$ cat src/rtl/button_bank.sv
// Multi-channel push-button front end: sync, debounce, press/release pulses,
// long-press detection with optional auto-repeat. "rel" is the release pulse (release is reserved).
module button_bank_chan #(
    parameter int SYNC_STAGES     = 2,
    parameter int DEBOUNCE_CYCLES = 64,
    parameter int HOLD_CYCLES     = 50000,
    parameter int REPEAT_CYCLES   = 0,
    parameter int IN_ACTIVE_LOW   = 0
) (
    input  logic clk,
    input  logic rst,
    input  logic in,
    output logic out_next,
    output logic out,
    output logic press,
    output logic rel,
    output logic hold
);
    localparam int   HMAX   = (HOLD_CYCLES > REPEAT_CYCLES) ? HOLD_CYCLES : REPEAT_CYCLES;
    localparam int   HW     = $clog2(HMAX + 1);
    localparam int   DW     = $clog2(DEBOUNCE_CYCLES + 1);
    localparam int   RPT_M1 = (REPEAT_CYCLES > 0) ? REPEAT_CYCLES - 1 : 0;
    localparam logic POL    = (IN_ACTIVE_LOW != 0);

    typedef enum logic [1:0] {RELEASED, PRESSED, HELD} state_t;

    state_t                 state;
    logic [SYNC_STAGES-1:0] sync;
    logic [DW-1:0]          dcnt;
    logic [HW-1:0]          hcnt;
    logic                   s;
    logic                   flip;

    assign s        = sync[SYNC_STAGES-1] ^ POL;
    assign flip     = (s != out) && (dcnt == DW'(DEBOUNCE_CYCLES - 1));
    assign out_next = flip ? ~out : out;

    always_ff @(posedge clk or negedge rst) begin
        if (!rst) begin
            sync  <= '0;
            dcnt  <= '0;
            hcnt  <= '0;
            out   <= 1'b0;
            press <= 1'b0;
            rel   <= 1'b0;
            hold  <= 1'b0;
            state <= RELEASED;
        end else begin
            sync  <= {sync[SYNC_STAGES-2:0], in};
            dcnt  <= (s == out || flip) ? '0 : dcnt + 1'b1;
            out   <= out_next;
            press <= 1'b0;
            rel   <= 1'b0;
            hold  <= 1'b0;
            case (state)
                RELEASED: begin
                    if (flip) begin
                        state <= PRESSED;
                        press <= 1'b1;
                        hcnt  <= '0;
                    end
                end
                PRESSED: begin
                    if (flip) begin
                        state <= RELEASED;
                        rel   <= 1'b1;
                        hcnt  <= '0;
                    end else if (hcnt == HW'(HOLD_CYCLES - 1)) begin
                        state <= HELD;
                        hold  <= 1'b1;
                        // without repeat the counter parks at HOLD_CYCLES
                        hcnt  <= (REPEAT_CYCLES > 0) ? '0 : HW'(HOLD_CYCLES);
                    end else begin
                        hcnt <= hcnt + 1'b1;
                    end
                end
                HELD: begin
                    if (flip) begin
                        state <= RELEASED;
                        rel   <= 1'b1;
                        hcnt  <= '0;
                    end else if (REPEAT_CYCLES > 0) begin
                        if (hcnt == HW'(RPT_M1)) begin
                            hold <= 1'b1;
                            hcnt <= '0;
                        end else begin
                            hcnt <= hcnt + 1'b1;
                        end
                    end
                end
                default: state <= RELEASED;
            endcase
        end
    end
endmodule

module button_bank #(
    parameter int CHANNELS        = 4,
    parameter int SYNC_STAGES     = 2,
    parameter int DEBOUNCE_CYCLES = 64,
    parameter int HOLD_CYCLES     = 50000,
    parameter int REPEAT_CYCLES   = 0,
    parameter int IN_ACTIVE_LOW   = 0
) (
    input  logic                clk,
    input  logic                rst,
    input  logic [CHANNELS-1:0] in,
    output logic [CHANNELS-1:0] out,
    output logic [CHANNELS-1:0] press,
    output logic [CHANNELS-1:0] rel,
    output logic [CHANNELS-1:0] hold,
    output logic                any_pressed
);
    logic [CHANNELS-1:0] out_next;

    for (genvar i = 0; i < CHANNELS; i++) begin : g_chan
        button_bank_chan #(
            .SYNC_STAGES    (SYNC_STAGES),
            .DEBOUNCE_CYCLES(DEBOUNCE_CYCLES),
            .HOLD_CYCLES    (HOLD_CYCLES),
            .REPEAT_CYCLES  (REPEAT_CYCLES),
            .IN_ACTIVE_LOW  (IN_ACTIVE_LOW)
        ) u_chan (
            .clk     (clk),
            .rst     (rst),
            .in      (in[i]),
            .out_next(out_next[i]),
            .out     (out[i]),
            .press   (press[i]),
            .rel     (rel[i]),
            .hold    (hold[i])
        );
    end

    // registered from next-state so it lines up with out
    always_ff @(posedge clk or negedge rst) begin
        if (!rst) any_pressed <= 1'b0;
        else      any_pressed <= |out_next;
    end
endmodule

$ cat config.mk
export PLATFORM = sky130hd
export DESIGN_NAME = button_bank
export DESIGN_NICKNAME = d
export VERILOG_FILES = /design/src/rtl/button_bank.sv
export SDC_FILE = /design/constraint.sdc
export NUM_CORES = 1
export LEC_CHECK = 0
export ABC_AREA = 1
export CORE_UTILIZATION = 58
export CTS_BUF_LIST = sky130_fd_sc_hd__clkbuf_8
export DETAILED_ROUTE_END_ITERATION = 8
export HOLD_SLACK_MARGIN = 0.03
export PLACE_DENSITY = 0.75
export SYNTH_ARGS = -nofsm -noshare
export SYNTH_HDL_FRONTEND = slang
export SYNTH_HIERARCHICAL = 1
export SYNTH_SLANG_ARGS = --single-unit
$ cat constraint.sdc
create_clock -name clk -period 1.4 [get_ports clk]
set_input_delay 0.14 -clock clk [delete_from_list [all_inputs] [get_ports clk]]
set_output_delay 0.14 -clock clk [all_outputs]
set_load 0.05 [all_outputs]
==> flow_summary.ini, run 1 <==
[status]
status = complete, but fails checks
violations = design-rule violations, negative setup slack

[logic_synthesis]
ys_async_sr_fraction_pct = 100
syn_nets = 963
yosys-top-cells-area = dfrtp_1 (44%), nand2_1 (15%), nor2_1 (6.3%)
syn_area_mm2 = 0.00704
yosysSeqAreaShare_pct = 44.4
synth_edf_count = 0
synthCells = 934
synth_top_area_cell = dfrtp_1
synth.avg_cell_area_um2 = 7.54
yosysWarningCount = 6
synthTopCellsByCount = nand2_1 (288), dfrtp_1 (125), nor2_1 (119)
ys.flop_type = dfrtp_1
ys_types = 35
ys_ff_latch = 125
synth_top_area_share_pct = 44.4
synth_most_common_cell = nand2_1

[power]
clkPwrFrac_pct = 46.8
seq_power_share_pct = 49.7
p_sw_uw = 1740
swShare_pct = 23.5
p_per_area_mw_per_mm2 = 739
total_power_uw = 7410
p_int_uw = 5670
p_leak_uw = 0.00467
comb_power_share_pct = 3.4
peakVddDrop_v = 0.000923

[route]
drc = 3
ant_nets = 0
via_count = 6997
drt_pre_antenna_iters = 9
drt-wirelength-per-cell_um = 15.9
drt_iter0_drc = 643
wl_um = 20200
vias_per_cell = 5.51

[global_route]
antenna_found_initial = 0
grt_pass1_vias = 6284
grt_pass1_wl_um = 28300
grt-ovfl-total = 0
grt_max_degree = 51
gr-usage-all-layers_pct = 28.2

[cts]
clk_path_buf_depth = 2
clk_latency_ns = 0.46
clk_pin_slew_ns = 0.08
clock-sinks = 125
cts_htree_levels = 4
numCtsBuffers = 17
root_buffer = clkbuf_8
cts_tree = yes

[setup_path]
required_ns = 1.74
crit_type = reg -> reg
r2r_start = g_chan[1].u_chan/state[1]$_DFFE_PN0P_
endpoint = g_chan[1].u_chan/hcnt[7]$_DFFE_PN0P_
critPathCaptureType = flip-flop
reg2reg_to = g_chan[1].u_chan/hcnt[7]$_DFFE_PN0P_
ff2ff_setup_slack_ns = -0.17
arrival_ns = 1.91
r2r_cells = 8
start_kind = flip-flop
worst-path-max-fanout = 8
worstSetupStartpoint = g_chan[1].u_chan/state[1]$_DFFE_PN0P_

[finish]
final_cell_area_mm2 = 0.0100
syn_to_final_growth_pct = 42.3
num-nets-final = 1143
antenna_cells = 0
layout-drive-gt1-share_pct = 36.7
fillers = 592

[timing]
worst_slack_ns = -0.173
max_freq_mhz = 636
rsz0062_at_grt = yes
fin_crit_sh_pct = 112
worst_pin_slew_ns = 0.325
setup_viol = 72
clock_skew_ns = 0.0120
fin_crit_ns = 1.57
drv_slew = 0
hold_viol_final = 0
relSlewSlack_pct = 78.3

[floorplanning]
die-area_mm2 = 0.0126
die_w_um = 112
fp-row-count = 39
top_level_ports = 23
initial_core_util_pct = 60.7
die_y_um = 112
core_mm2 = 0.0116

[run]
maxCapViolations = 0

[placed_design]
placed_cell_area_mm2 = 0.00826
port_buffers = 22
post-place-ws_ns = -0.299
gp_congestion = 0.900
dp_hpwl_um = 10800

[hold_path]
min_path_type = in -> async
[routing by layer]
metal | part of all wire [%] | track usage, %
met1 | 41 | 36.3
met2 | 51 | 47.1
met3 | 5.4 | 6.80
met4 | 3.1 | 9.16
met5 | 0 | 0
[critical path: stages (launching register included)]
cell and delay (ns):
dfrtp_1 0.39, inv_2 0.07, ha_4 0.15, or2_4 0.27, nor2_4 0.21, buf_12 0.14, inv_6 0.04, nand3_1 0.09
o21ai_1 0.08
[worst min path at each step]
stage,to,startpoint,cells after the start
floorplan,any_pressed$_DFF_PN0_,rst,0
global placement,g_chan[3].u_chan/hcnt[7]$_DFFE_PN0P_,rst,1
detailed placement,g_chan[3].u_chan/hcnt[7]$_DFFE_PN0P_,rst,1
CTS,g_chan[0].u_chan/hold$_DFF_PN0_,rst,2
global route,g_chan[0].u_chan/press$_DFF_PN0_,rst,2
finish,g_chan[0].u_chan/press$_DFF_PN0_,rst,2
[cells by family after synthesis]
group | Yosys count | share of synthesized area, %
flops | 125 | 44.4
fa+ha+maj | 23 | 4.09
xor+xnor | 38 | 4.83
buf+inv | 131 | 7.64
simple gates | 551 | 34.1
compound gates | 66 | 4.97
[metrics by stage]
stage                     util, %  hold WS (ns)  cells  setup TNS [ns]
after floorplan                 -        -0.156    934          -0.357
after global placement       71.1       0.00563   1196           -5.32
after detailed placement     71.1       0.00423   1196           -9.97
after CTS                    78.6        0.0805   1246           -2.86
after global routing         86.3        0.0935   1270          -11.23
final                        86.3        0.0958   1270           -6.67
[power by group through the flow]
stage                     sequential [uW]  clock, uW  combinational, uW
after global routing                 3690       3700                285
after CTS                            3680       3510                230
after detailed placement             3750          0                214
after floorplan                      3740          0               66.0
final                                3690       3470                254
after global placement               3740          0                210
[flip-flops by register name, indices dropped and copies added (netlist names)]
register and flops:
any_pressed 1, g_chan.u_chan/dcnt 28, g_chan.u_chan/hcnt 64, g_chan.u_chan/hold 4, g_chan.u_chan/out 4, g_chan.u_chan/press 4, g_chan.u_chan/rel 4, g_chan.u_chan/state 8
g_chan.u_chan/sync 8
[layout make-up]
| class | count | area [um^2] | area share [%] |
|---|---|---|---|
| flip-flops and latches | 125 | 3140 | 31.3 |
| clock inverters | 12 | 160 | 1.60 |
| inverters | 119 | 474 | 4.73 |
| repair inverters | 1 | 3.75 | 0.0374 |
| well taps | 143 | 179 | 1.78 |
| multi-input cells | 679 | 4250 | 42.4 |
| repair buffers | 171 | 1540 | 15.4 |
| clock buffers | 20 | 275 | 2.75 |
[timing repair]
| item | 4_1_cts | 5_1_grt |
|---|---|---|
| cloned | 2 | 2 |
| setup endpoints to repair | 72 | 89 |
| hold endpoints to repair | 125 | 0 |
| gates resized for setup | 78 | 195 |
| pin swaps | 23 | 62 |
| hold buffers | 1 | 0 |
| buffers inserted | 15 | 26 |
[cells in the final DEF (no fill, tap or decap), types with 11 or more instances in the layout]
| cell type | n |
|---|---|
| buf_12 | 11 |
| nor3_1 | 13 |
| buf_4 | 130 |
| nand3_2 | 11 |
| nand2_4 | 15 |
| buf_6 | 24 |
| nand2_2 | 55 |
| nor2_1 | 105 |
| nand3_4 | 13 |
| nand2_1 | 227 |
| ha_4 | 13 |
| dfrtp_1 | 116 |
| o21ai_2 | 21 |
| nand4_1 | 15 |
| xor2_1 | 26 |
| o21ai_1 | 26 |
| clkbuf_8 | 20 |
| inv_1 | 86 |
| nand3_1 | 57 |
| inv_2 | 24 |
No activity file was read; power rests on OpenSTA's default activity.
==> inputs of run 2 (changes only) <==
- CELL_PAD_IN_SITES_DETAIL_PLACEMENT: unset -> 0
- CELL_PAD_IN_SITES_GLOBAL_PLACEMENT: unset -> 2
- CORE_UTILIZATION: 58 -> 34
- PLACE_DENSITY: 0.75 -> 0.74
==> run 2 against run 1 <==
Net effect: the flow finishes with violations (negative setup slack); clock skew increased by 0.0079 ns; worst hold slack improved by 0.030 ns; register-to-register slack improved by 0.09 ns; critical path type unchanged.
==> flow_summary.ini, run 2 (synthesis gave the netlist of run 1 again) <==
[status]
status = complete, but fails checks
violations = negative setup slack

[floorplanning]
die_y_um = 146
core_mm2 = 0.0203
initial_core_util_pct = 34.7
die-area_mm2 = 0.0213
die_w_um = 146
fp-row-count = 52
top_level_ports = 23

[power]
p_leak_uw = 0.00480
peakVddDrop_v = 0.000524
p_per_area_mw_per_mm2 = 715
total_power_uw = 7380

[placed_design]
post-place-ws_ns = -0.261
gp_congestion = 0.794
port_buffers = 22
dp_hpwl_um = 12400

[setup_path]
r2r_cells = 8
worst-path-max-fanout = 8
crit_type = reg -> reg
required_ns = 1.79
r2r_start = g_chan[1].u_chan/state[1]$_DFFE_PN0P_
reg2reg_to = g_chan[1].u_chan/hcnt[13]$_DFFE_PN0P_
critPathCaptureType = flip-flop
start_kind = flip-flop
ff2ff_setup_slack_ns = -0.08
arrival_ns = 1.87

[hold_path]
min_delay_path_depth = 1
min_from = in[1]
hold_end = g_chan[1].u_chan/sync[0]$_DFF_PN0_
min_path_type = in -> reg

[global_route]
grt_pass1_vias = 6426
grt-ovfl-total = 0
gr-usage-all-layers_pct = 17.9
grt_max_degree = 46
antenna_found_initial = 0
grt_pass1_wl_um = 30400

[finish]
mostFrequentLayoutCell = nand2_1
syn_to_final_growth_pct = 46.4
largest_register_ffs = 64
mostFrequentLayoutCells = nand2_1 (245), buf_4 (170), dfrtp_1 (116)
num-nets-final = 1176
layout-drive-gt1-share_pct = 36.8
largest-register = g_chan.u_chan/hcnt
antenna_cells = 0
top_regs = g_chan.u_chan/hcnt: 64 flops, g_chan.u_chan/dcnt: 28 flops

[route]
vias_per_cell = 4.51
drt_pre_antenna_iters = 6
ant_nets = 0
drc = 0
wl_um = 18400
via_count = 6455
drt_iter0_drc = 205
drt-wirelength-per-cell_um = 12.8

[timing]
fin_crit_ns = 1.48
worst_slack_ns = -0.0810
clock_skew_ns = 0.0198
max_freq_mhz = 675
fin_crit_sh_pct = 106
rsz0062_at_grt = yes
relSlewSlack_pct = 69.8
holdWs_ns = 0.126
drv_slew = 0
setup_viol = 54
hold_viol_final = 0
tns_ns = -2.07
worst_pin_slew_ns = 0.453

[run]
maxCapViolations = 0

[cts]
clk_latency_ns = 0.45
clk_path_buf_depth = 2
clk_pin_slew_ns = 0.08
clock-sinks = 125
numCtsBuffers = 17
cts_tree = yes
root_buffer = clkbuf_8
cts_htree_levels = 4
-- run 2: cell types whose count changed in the layout (fill, tap and decap cells not counted), moves of 5 or more --
| cell | delta |
|---|---|
| buf_12 | -5 |
| buf_4 | +40 |
| nand2_1 | +18 |
| nand2_2 | -21 |
| nor2_1 | -6 |
| o21ai_1 | +6 |
-- run 2: final cells by class --
cell class	count	area (um^2)
clock inverter	13	165
fill	1982	9990
inverter	119	469
sequential	125	3140
multi-input combinational	680	4220
timing repair buffer	204	1720
tap	270	338
clock buffer	19	262
-- run 2: worst max-delay path, stage by stage, from the launching register on --
cell and delay (ns):
dfrtp_1 0.41, inv_2 0.07, ha_4 0.16, or2_4 0.27
nor2_4 0.15, nand3_4 0.17, inv_4 0.11, nand2_2 0.04
nand2_1 0.05
-- run 2: where the power goes --
part / internal [uW] / switching [uW]
registers: 3650 / 32.7
logic: 100 / 143
clock network: 1860 / 1600
-- run 2: worst max path at each step --
stage	from	endpoint	slack, ns	depth (start not counted)
finish	g_chan[1].u_chan/state[1]$_DFFE_PN0P_	g_chan[1].u_chan/hcnt[13]$_DFFE_PN0P_	-0.08	8
floorplan	g_chan[1].u_chan/state[0]$_DFFE_PN0P_	g_chan[1].u_chan/hcnt[0]$_DFFE_PN0P_	-0.04	8
CTS	g_chan[3].u_chan/dcnt[0]$_DFF_PN0_	g_chan[3].u_chan/hcnt[9]$_DFFE_PN0P_	-0.09	8
global placement	g_chan[0].u_chan/state[0]$_DFFE_PN0P_	g_chan[0].u_chan/hcnt[1]$_DFFE_PN0P_	-0.21	7
detailed placement	g_chan[0].u_chan/state[0]$_DFFE_PN0P_	g_chan[0].u_chan/hcnt[1]$_DFFE_PN0P_	-0.26	7
global route	g_chan[1].u_chan/state[1]$_DFFE_PN0P_	g_chan[1].u_chan/hcnt[13]$_DFFE_PN0P_	-0.18	8
-- run 2: timing repair --
item	CTS	global route
buffers inserted	14	19
hold buffers	1	0
cloned	1	2
pin swaps	22	69
endpoints found under the setup margin	74	86
endpoints found under the hold margin	94	0
resized for setup	68	183
-- run 2: layer usage --
layer / share of wire [%] / routed length, um / vias to the layer above / GRT usage (%)
met3: 2.3 / 426 / 13 / 3.86
met1: 48 / 8810 / 3010 / 23.3
li1: - / - / 3370 / -
met2: 49 / 8940 / 62 / 29.9
met4: 1.1 / 196 / 0 / 4.79
met5: 0 / 0 / - / 0
-- run 2: metrics by stage --
stage	utilization, %	cells	area (um^2)
2_1_floorplan	-	934	7100
5_1_grt	50.8	1430	10300
3_5_place_dp	43.0	1364	8730
6_report	50.8	1430	10300
3_3_place_gp	43.0	1364	8730
4_1_cts	46.9	1412	9520
